[config.mk]
export PLATFORM = sky130hd
export DESIGN_NAME = exc_ctrl
export DESIGN_NICKNAME = d
export VERILOG_FILES = /design/src/rtl/exc_ctrl_pkg.sv /design/src/rtl/exc_ctrl_prio.sv /design/src/rtl/exc_ctrl.sv
export SDC_FILE = /design/constraint.sdc
export NUM_CORES = 1
export LEC_CHECK = 0
export ABC_AREA = 1
export BUFFER_PORTS_ARGS = -buffer_cell sky130_fd_sc_hd__buf_2
export CORE_AREA = 2 2 113 115
export CTS_CLUSTER_SIZE = 40
export DETAILED_ROUTE_END_ITERATION = 6
export DIE_AREA = 0 0 115 117
export GPL_TIMING_DRIVEN = 0
export PLACE_DENSITY = 0.65
export SLEW_MARGIN = 20
export SYNTH_ARGS = -nofsm -noshare
export SYNTH_HDL_FRONTEND = slang
export SYNTH_SLANG_ARGS = --single-unit
[constraint.sdc]
create_clock -name clk -period 3.9 [get_ports clk]
set_input_delay 0.39 -clock clk [delete_from_list [all_inputs] [get_ports clk]]
set_output_delay 0.39 -clock clk [all_outputs]
set_load 0.03 [all_outputs]
[src/rtl/exc_ctrl_pkg.sv]
// exc_ctrl_pkg: shared types and constants for the exception sequencer
package exc_ctrl_pkg;
  localparam int W_ADDR = 32;
  localparam int W_DATA = 32;
  localparam int W_INTV = 8;
  localparam logic [4:0] EXC_INT  = 5'h00;
  localparam logic [4:0] EXC_ADEL = 5'h04;
  localparam logic [4:0] EXC_ADES = 5'h05;
  localparam logic [4:0] EXC_SYS  = 5'h08;
  localparam logic [4:0] EXC_BP   = 5'h09;
  localparam logic [4:0] EXC_RI   = 5'h0A;
  localparam logic [4:0] EXC_OV   = 5'h0C;
  localparam int F_ADEL_I = 0;
  localparam int F_RI     = 1;
  localparam int F_SYS    = 2;
  localparam int F_BP     = 3;
  localparam int F_OV     = 4;
  localparam int F_ADE_D  = 5;
  typedef enum logic [1:0] {IDLE, DRAIN, REDIRECT} exc_state_t;
  typedef enum logic [1:0] {BVA_KEEP, BVA_PC, BVA_ADDR} bva_sel_t;
  typedef struct packed {
    logic        we;
    logic        bd;
    logic        exl;
    logic [4:0]  exc;
    logic [31:0] epc;
    logic [31:0] bva;
  } reg_error;
endpackage

[src/rtl/exc_ctrl_prio.sv]
// exc_prio: priority encoder from interrupt/exception flags/ERET to the selected event
module exc_prio
  import exc_ctrl_pkg::*;
(
  input  logic [W_INTV-1:0] intr_vect,
  input  logic [5:0]        exc_flags,
  input  logic              is_store,
  input  logic              eret,
  output logic              hit,
  output logic [4:0]        code,
  output logic              is_eret,
  output bva_sel_t          bva_sel
);
  logic intr;
  logic any_exc;
  // interrupt beats every flag, flags beat ERET, bit0 is the highest flag
  always_comb begin
    intr    = |intr_vect;
    any_exc = |exc_flags;
    hit     = intr | any_exc | eret;
    is_eret = eret & ~intr & ~any_exc;
    code    = intr                ? EXC_INT :
              exc_flags[F_ADEL_I] ? EXC_ADEL :
              exc_flags[F_RI]     ? EXC_RI :
              exc_flags[F_SYS]    ? EXC_SYS :
              exc_flags[F_BP]     ? EXC_BP :
              exc_flags[F_OV]     ? EXC_OV :
              exc_flags[F_ADE_D]  ? (is_store ? EXC_ADES : EXC_ADEL) : 5'h00;
    bva_sel = intr                     ? BVA_KEEP :
              exc_flags[F_ADEL_I]      ? BVA_PC :
              (|exc_flags[F_OV:F_RI])  ? BVA_KEEP :
              exc_flags[F_ADE_D]       ? BVA_ADDR : BVA_KEEP;
  end
endmodule

[src/rtl/exc_ctrl.sv]
// exc_ctrl: commit-point exception/interrupt sequencer with flush, drain and redirect
module exc_ctrl
  import exc_ctrl_pkg::*;
#(
  parameter logic [31:0] EXC_VEC = 32'hBFC00380
) (
  input  logic              clk,
  input  logic              rst,
  input  logic              commit_valid,
  input  logic [W_ADDR-1:0] commit_pc,
  input  logic [W_ADDR-1:0] commit_addr,
  input  logic              commit_bd,
  input  logic [5:0]        commit_exc,
  input  logic              commit_store,
  input  logic              commit_eret,
  input  logic [W_INTV-1:0] intr_vect,
  input  logic [W_ADDR-1:0] er_epc,
  input  logic [W_DATA-1:0] cause_q,
  input  logic [W_DATA-1:0] badv_q,
  input  logic              mem_busy,
  output reg_error          cp0w,
  output logic              flush,
  output logic              redirect_valid,
  output logic [W_ADDR-1:0] redirect_pc,
  output logic              busy
);
  exc_state_t        state_q, state_d;
  logic [W_ADDR-1:0] tgt_q, tgt_d;
  logic              hit, is_eret, ev;
  logic [4:0]        code;
  bva_sel_t          bva_sel;

  exc_prio u_prio (
    .intr_vect (intr_vect),
    .exc_flags (commit_exc),
    .is_store  (commit_store),
    .eret      (commit_eret),
    .hit       (hit),
    .code      (code),
    .is_eret   (is_eret),
    .bva_sel   (bva_sel)
  );

  // state and redirect target registers
  always_ff @(posedge clk or posedge rst) begin
    if (rst) begin
      state_q <= IDLE;
      tgt_q   <= '0;
    end else begin
      state_q <= state_d;
      tgt_q   <= tgt_d;
    end
  end

  // next state, latched target and all outputs; the event is only taken in IDLE
  always_comb begin
    ev             = (state_q == IDLE) && commit_valid && hit && !rst;
    state_d        = state_q;
    tgt_d          = ev ? (is_eret ? er_epc : EXC_VEC) : tgt_q;
    cp0w           = '0;
    busy           = state_q != IDLE;
    flush          = ev | busy;
    redirect_valid = state_q == REDIRECT;
    redirect_pc    = redirect_valid ? tgt_q : '0;
    case (state_q)
      IDLE:     state_d = ev ? (mem_busy ? DRAIN : REDIRECT) : IDLE;
      DRAIN:    state_d = mem_busy ? DRAIN : REDIRECT;
      default:  state_d = IDLE;
    endcase
    if (ev) begin
      cp0w.we  = 1'b1;
      cp0w.bd  = is_eret ? cause_q[31] : commit_bd;
      cp0w.exl = !is_eret;
      cp0w.exc = is_eret ? cause_q[6:2] : code;
      cp0w.epc = is_eret ? er_epc : (commit_bd ? commit_pc - 32'd4 : commit_pc);
      cp0w.bva = bva_sel == BVA_PC ? commit_pc : bva_sel == BVA_ADDR ? commit_addr : badv_q;
    end
  end
endmodule

* Word level (Yosys, flattened, before mapping)
Cells that the tools add are included.
** Word-level totals
- Register bits after elaboration :: 34
- Bits of input ports :: 181
- Word-level logic and storage cells :: 48
** Operators by class
- Add/subtract/negate cells :: 1
- Eq/ne operators :: 4
- Mux-type cells :: 24
- Bitwise gates (word level) :: 7
- Reductions and logical operators :: 10
** Operators by type and width (number)
- $mux 32 :: 6
- $mux 72 :: 1
- $mux 5 :: 8
- $sub 32x3->32 const B :: 1
- $mux 2 :: 6
- $reduce_or 8->1 :: 1
- $reduce_or 6->1 :: 1
- $eq 2x1->1 const B :: 2
- $eq 2x2->1 const B :: 2
- $pmux 2 s2 :: 1
- $reduce_or 4->1 :: 1
- $logic_and 1x1->1 :: 3
- $or 1x1->1 :: 3
- $and 1x1->1 :: 2
- $logic_not 1->1 :: 2
- $logic_not 2->1 :: 1
- $mux 1 :: 2
- $not 1->1 :: 2
- $reduce_bool 2->1 :: 1

* Logic depth before layout (Yosys ltp)
- Depth in word-level cells :: 10
- Depth in mapped cells :: 12

* By module
A second synthesis with hierarchy kept.
** Unflattened totals
- Cell total of the unflattened synthesis :: 654
- Area total of the unflattened synthesis :: 3754.9 µm²
** By module, submodules not included
- exc_ctrl :: times used 1, cells each 615, area an instance 3582.2 µm², sequential area each 850.8 µm²
- exc_prio :: times used 1, cells each 39, area an instance 172.7 µm², sequential area each 0.0 µm²

* Least setup slack after synthesis
No wires, ideal clock.
- Path kind :: input to output
- Start :: input port rst
- End :: output port cp0w[34] (netlist name)
- Data arrival time :: 2.553 ns
- Path slack :: 0.957 ns
- Stages :: 6
- Path buffers :: 1
- Cell sequence :: inv_1 nand3_1 inv_1 nand2_1 clkbuf_1 o21ai_0
** RTL lines
- from (decl) :: line exc_ctrl.sv:8 : input logic rst,
- to (decl) :: line exc_ctrl.sv:21 : output reg_error cp0w,

==> results.py <==
metrics = {
    "route": {
        "wl_per_cell_um": 13.85,
        "drtAntennaViolNets": 0,
        "via_per_inst": 4.702,
        "drt_pre_antenna_iters": 5,
        "drcViolationCount": 0,
        "wl_mm": 16.38,
        "vias": 5563,
        "drt_iter0_drc": 354,
    },
    "final_layout": {
        "final_layout_size_suffix_gt1_share_pct": 29.24,
        "fin_nets": 1214,
        "area_delta_synth_final_pct": 40.96,
        "final_util_pct": 45.88,
        "post-route-cell-area_um2": 5649,
        "n_antenna_cell": 0,
    },
    "sta": {
        "worst_pin_slew_ps": 723.4,
        "fin_skew_ps": 1.850,
        "hold_violations": 0,
        "setup_violations": 0,
        "max-slew-margin-rel_pct": 51.71,
        "maxSlewViolCount": 0,
        "layout_min_cycle_time_ps": 3005,
        "rsz0062_at_grt": "false",
        "setup_slack_ps": 894.7,
        "setup_tns_ps": 0,
        "fmax_mhz": 332.7,
        "worst_hold_slack_ps": 232.5,
        "min_period_over_period_pct": 77.06,
    },
    "placed_design": {
        "post-dp-hpwl_mm": 13.88,
        "placed_area_um2": 5502,
        "pre_cts_ws_ps": 847.9,
        "portBuffers": 261,
        "place.gp.congestion": 0.8467,
    },
    "yosys": {
        "synth.distinct_cells": 26,
        "ys_warn_count": 0,
        "netlist_instances": 764,
        "syn_area_per_cell_um2": 5.246,
        "ys.flop_type": "dfrtp_1",
        "synth_edf_count": 0,
        "syn_area_um2": 4008,
        "ys_ff_latch": 34,
        "synth_area_leaders": "dfrtp_1 21%, nand2_1 17%, nor2_1 17%",
        "seq_area_frac_synth_pct": 21.23,
        "synth_top_area_share_pct": 21.23,
        "synth_top_area_cell": "dfrtp_1",
        "async_flop_share_pct": 100.0,
        "yosysMostFrequentCell": "nand2_1",
        "ys_top_cells_by_count": "184 x nand2_1, 177 x nor2_1, 123 x inv_1",
        "syn-num-nets": 946,
    },
    "clock_network": {
        "htreeDepth": 2,
        "clkTransAtPathRegs_ps": 50,
        "cts_buffers": 5,
        "insertion_delay_ps": 280,
        "post_cts_buffers": 0,
        "clockBufferDepth": 2,
        "ctsHoldBuffers": 0,
        "cts_root_buffer": "clkbuf_16",
        "cts_sinks": 34,
        "cts_tree": "yes",
        "cts_resized": 0,
    },
    "worst_hold_path": {
        "hp-class": "input pin to async pin",
    },
    "global_routing": {
        "overflow": 0,
        "groute.usage.overall_pct": 23.41,
        "grt_max_degree": 36,
        "antenna_found_initial": 0,
        "grt_pass1_wl_mm": 24.59,
        "grt_pass1_vias": 4948,
    },
    "critical_path": {
        "path_max_fanout": 35,
        "path_class": "input pin to output pin",
        "cp.required_ps": 3510,
        "crit_arrival_ps": 2620,
        "end_kind": "output pin",
        "critPathLaunchType": "input pin",
    },
    "floorplan": {
        "design.core.area_um2": 12310,
        "design.die.area_um2": 13460,
        "initial_core_util_pct": 32.55,
        "die_h_um": 117,
        "dieWidth_um": 115,
        "row_count": 41,
        "io_pins": 288,
    },
    "job": {
        "max_cap_violations": 0,
    },
    "pwr": {
        "power.density_nw_per_um2": 219.8,
        "ir_worst_vdd_mv": 0.1456,
        "p_leak_uw": 0.003759,
    },
    "outcome": {
        "status": "completed",
    },
}
==> power by group <==
group          internal, µW  switching, µW
Clock                   253            140
Sequential              379           13.2
Combinational           155            302
Total                   787            455
==> worst max-delay path: stages <==
cell and delay [ps]:
buf_2 100, inv_2 520, nand3_1 320, inv_1 200, o21ai_1 160, buf_4 230
buf_4 180, nor2_1 160, nand2_1 90, inv_1 70, buf_2 190
==> kinds of logic after synthesis <==
group | share of synthesized area, %
and+or+nand+nor | 52.23
buffers and inverters | 16.61
AOI/OAI and AO/OA | 7.868
DFF | 21.23
xor gates and xnor gates | 1.748
adders and majority gates | 0.3122
==> stage by stage <==
step | power, µW | std cells
after global placement | 852.3 | 1175
after CTS | 1250 | 1183
final | 1242 | 1183
after global routing | 1321 | 1183
after floorplan | 660.1 | 764
after detailed placement | 855.0 | 1175
==> state kept, by name (all words and copies together), names as in the netlist <==
| signal | count |
|---|---|
| state_q | 2 |
| tgt_q | 32 |
==> final cells by class <==
cell class                      instances  area [µm²]
Multi-Input combinational cell        569        2491
Tap cell                              150       187.7
Buffer                                 35       192.7
Inverter                              126       473.0
Fill cell                            1436        6663
Sequential cell                        34       850.8
Clock buffer                            7       142.6
Clock inverter                          1       5.005
Timing Repair Buffer                  261        1306
==> routing by layer <==
| metal | GRT usage, % | up-vias | wire, µm |
|---|---|---|---|
| met5 | 0 | - | 0 |
| met4 | 7.871 | 0 | 257 |
| met3 | 2.884 | 18 | 1206 |
| met2 | 40.27 | 238 | 7760 |
| met1 | 30.54 | 2415 | 7160 |
| li1 | - | 2892 | - |
==> cells in the final DEF (no fill, tap or decap), types with 2 or more instances in the layout <==
master,synthesis,final
a21oi_1,6,6
buf_2,13,274
buf_4,6,6
buf_6,3,3
clkbuf_1,13,14
clkbuf_16,0,5
dfrtp_1,34,34
inv_1,123,122
inv_2,3,4
nand2_1,184,184
nand2_2,2,2
nand3_1,119,119
nand4_1,7,7
nor2_1,177,177
nor2_4,3,3
o21ai_0,50,50
o21ai_1,4,4
xor2_1,8,8
==> final timing paths <==
kind / startpoint / end / slack [ps] / cells after the start
worst max register to register: state_q[0] / tgt_q[5] / 1980 / 7
max in group asynchronous: rst / tgt_q[4] / 3200 / 2
min in group clk: mem_busy / state_q[1] / 290 / 2
worst max-delay path: rst / cp0w[41] / 890 / 11
worst min-delay path: rst / state_q[1] / 230 / 2
worst min register to register: tgt_q[26] / tgt_q[26] / 480 / 2
Note: power is estimated with default switching activity, not from simulation.
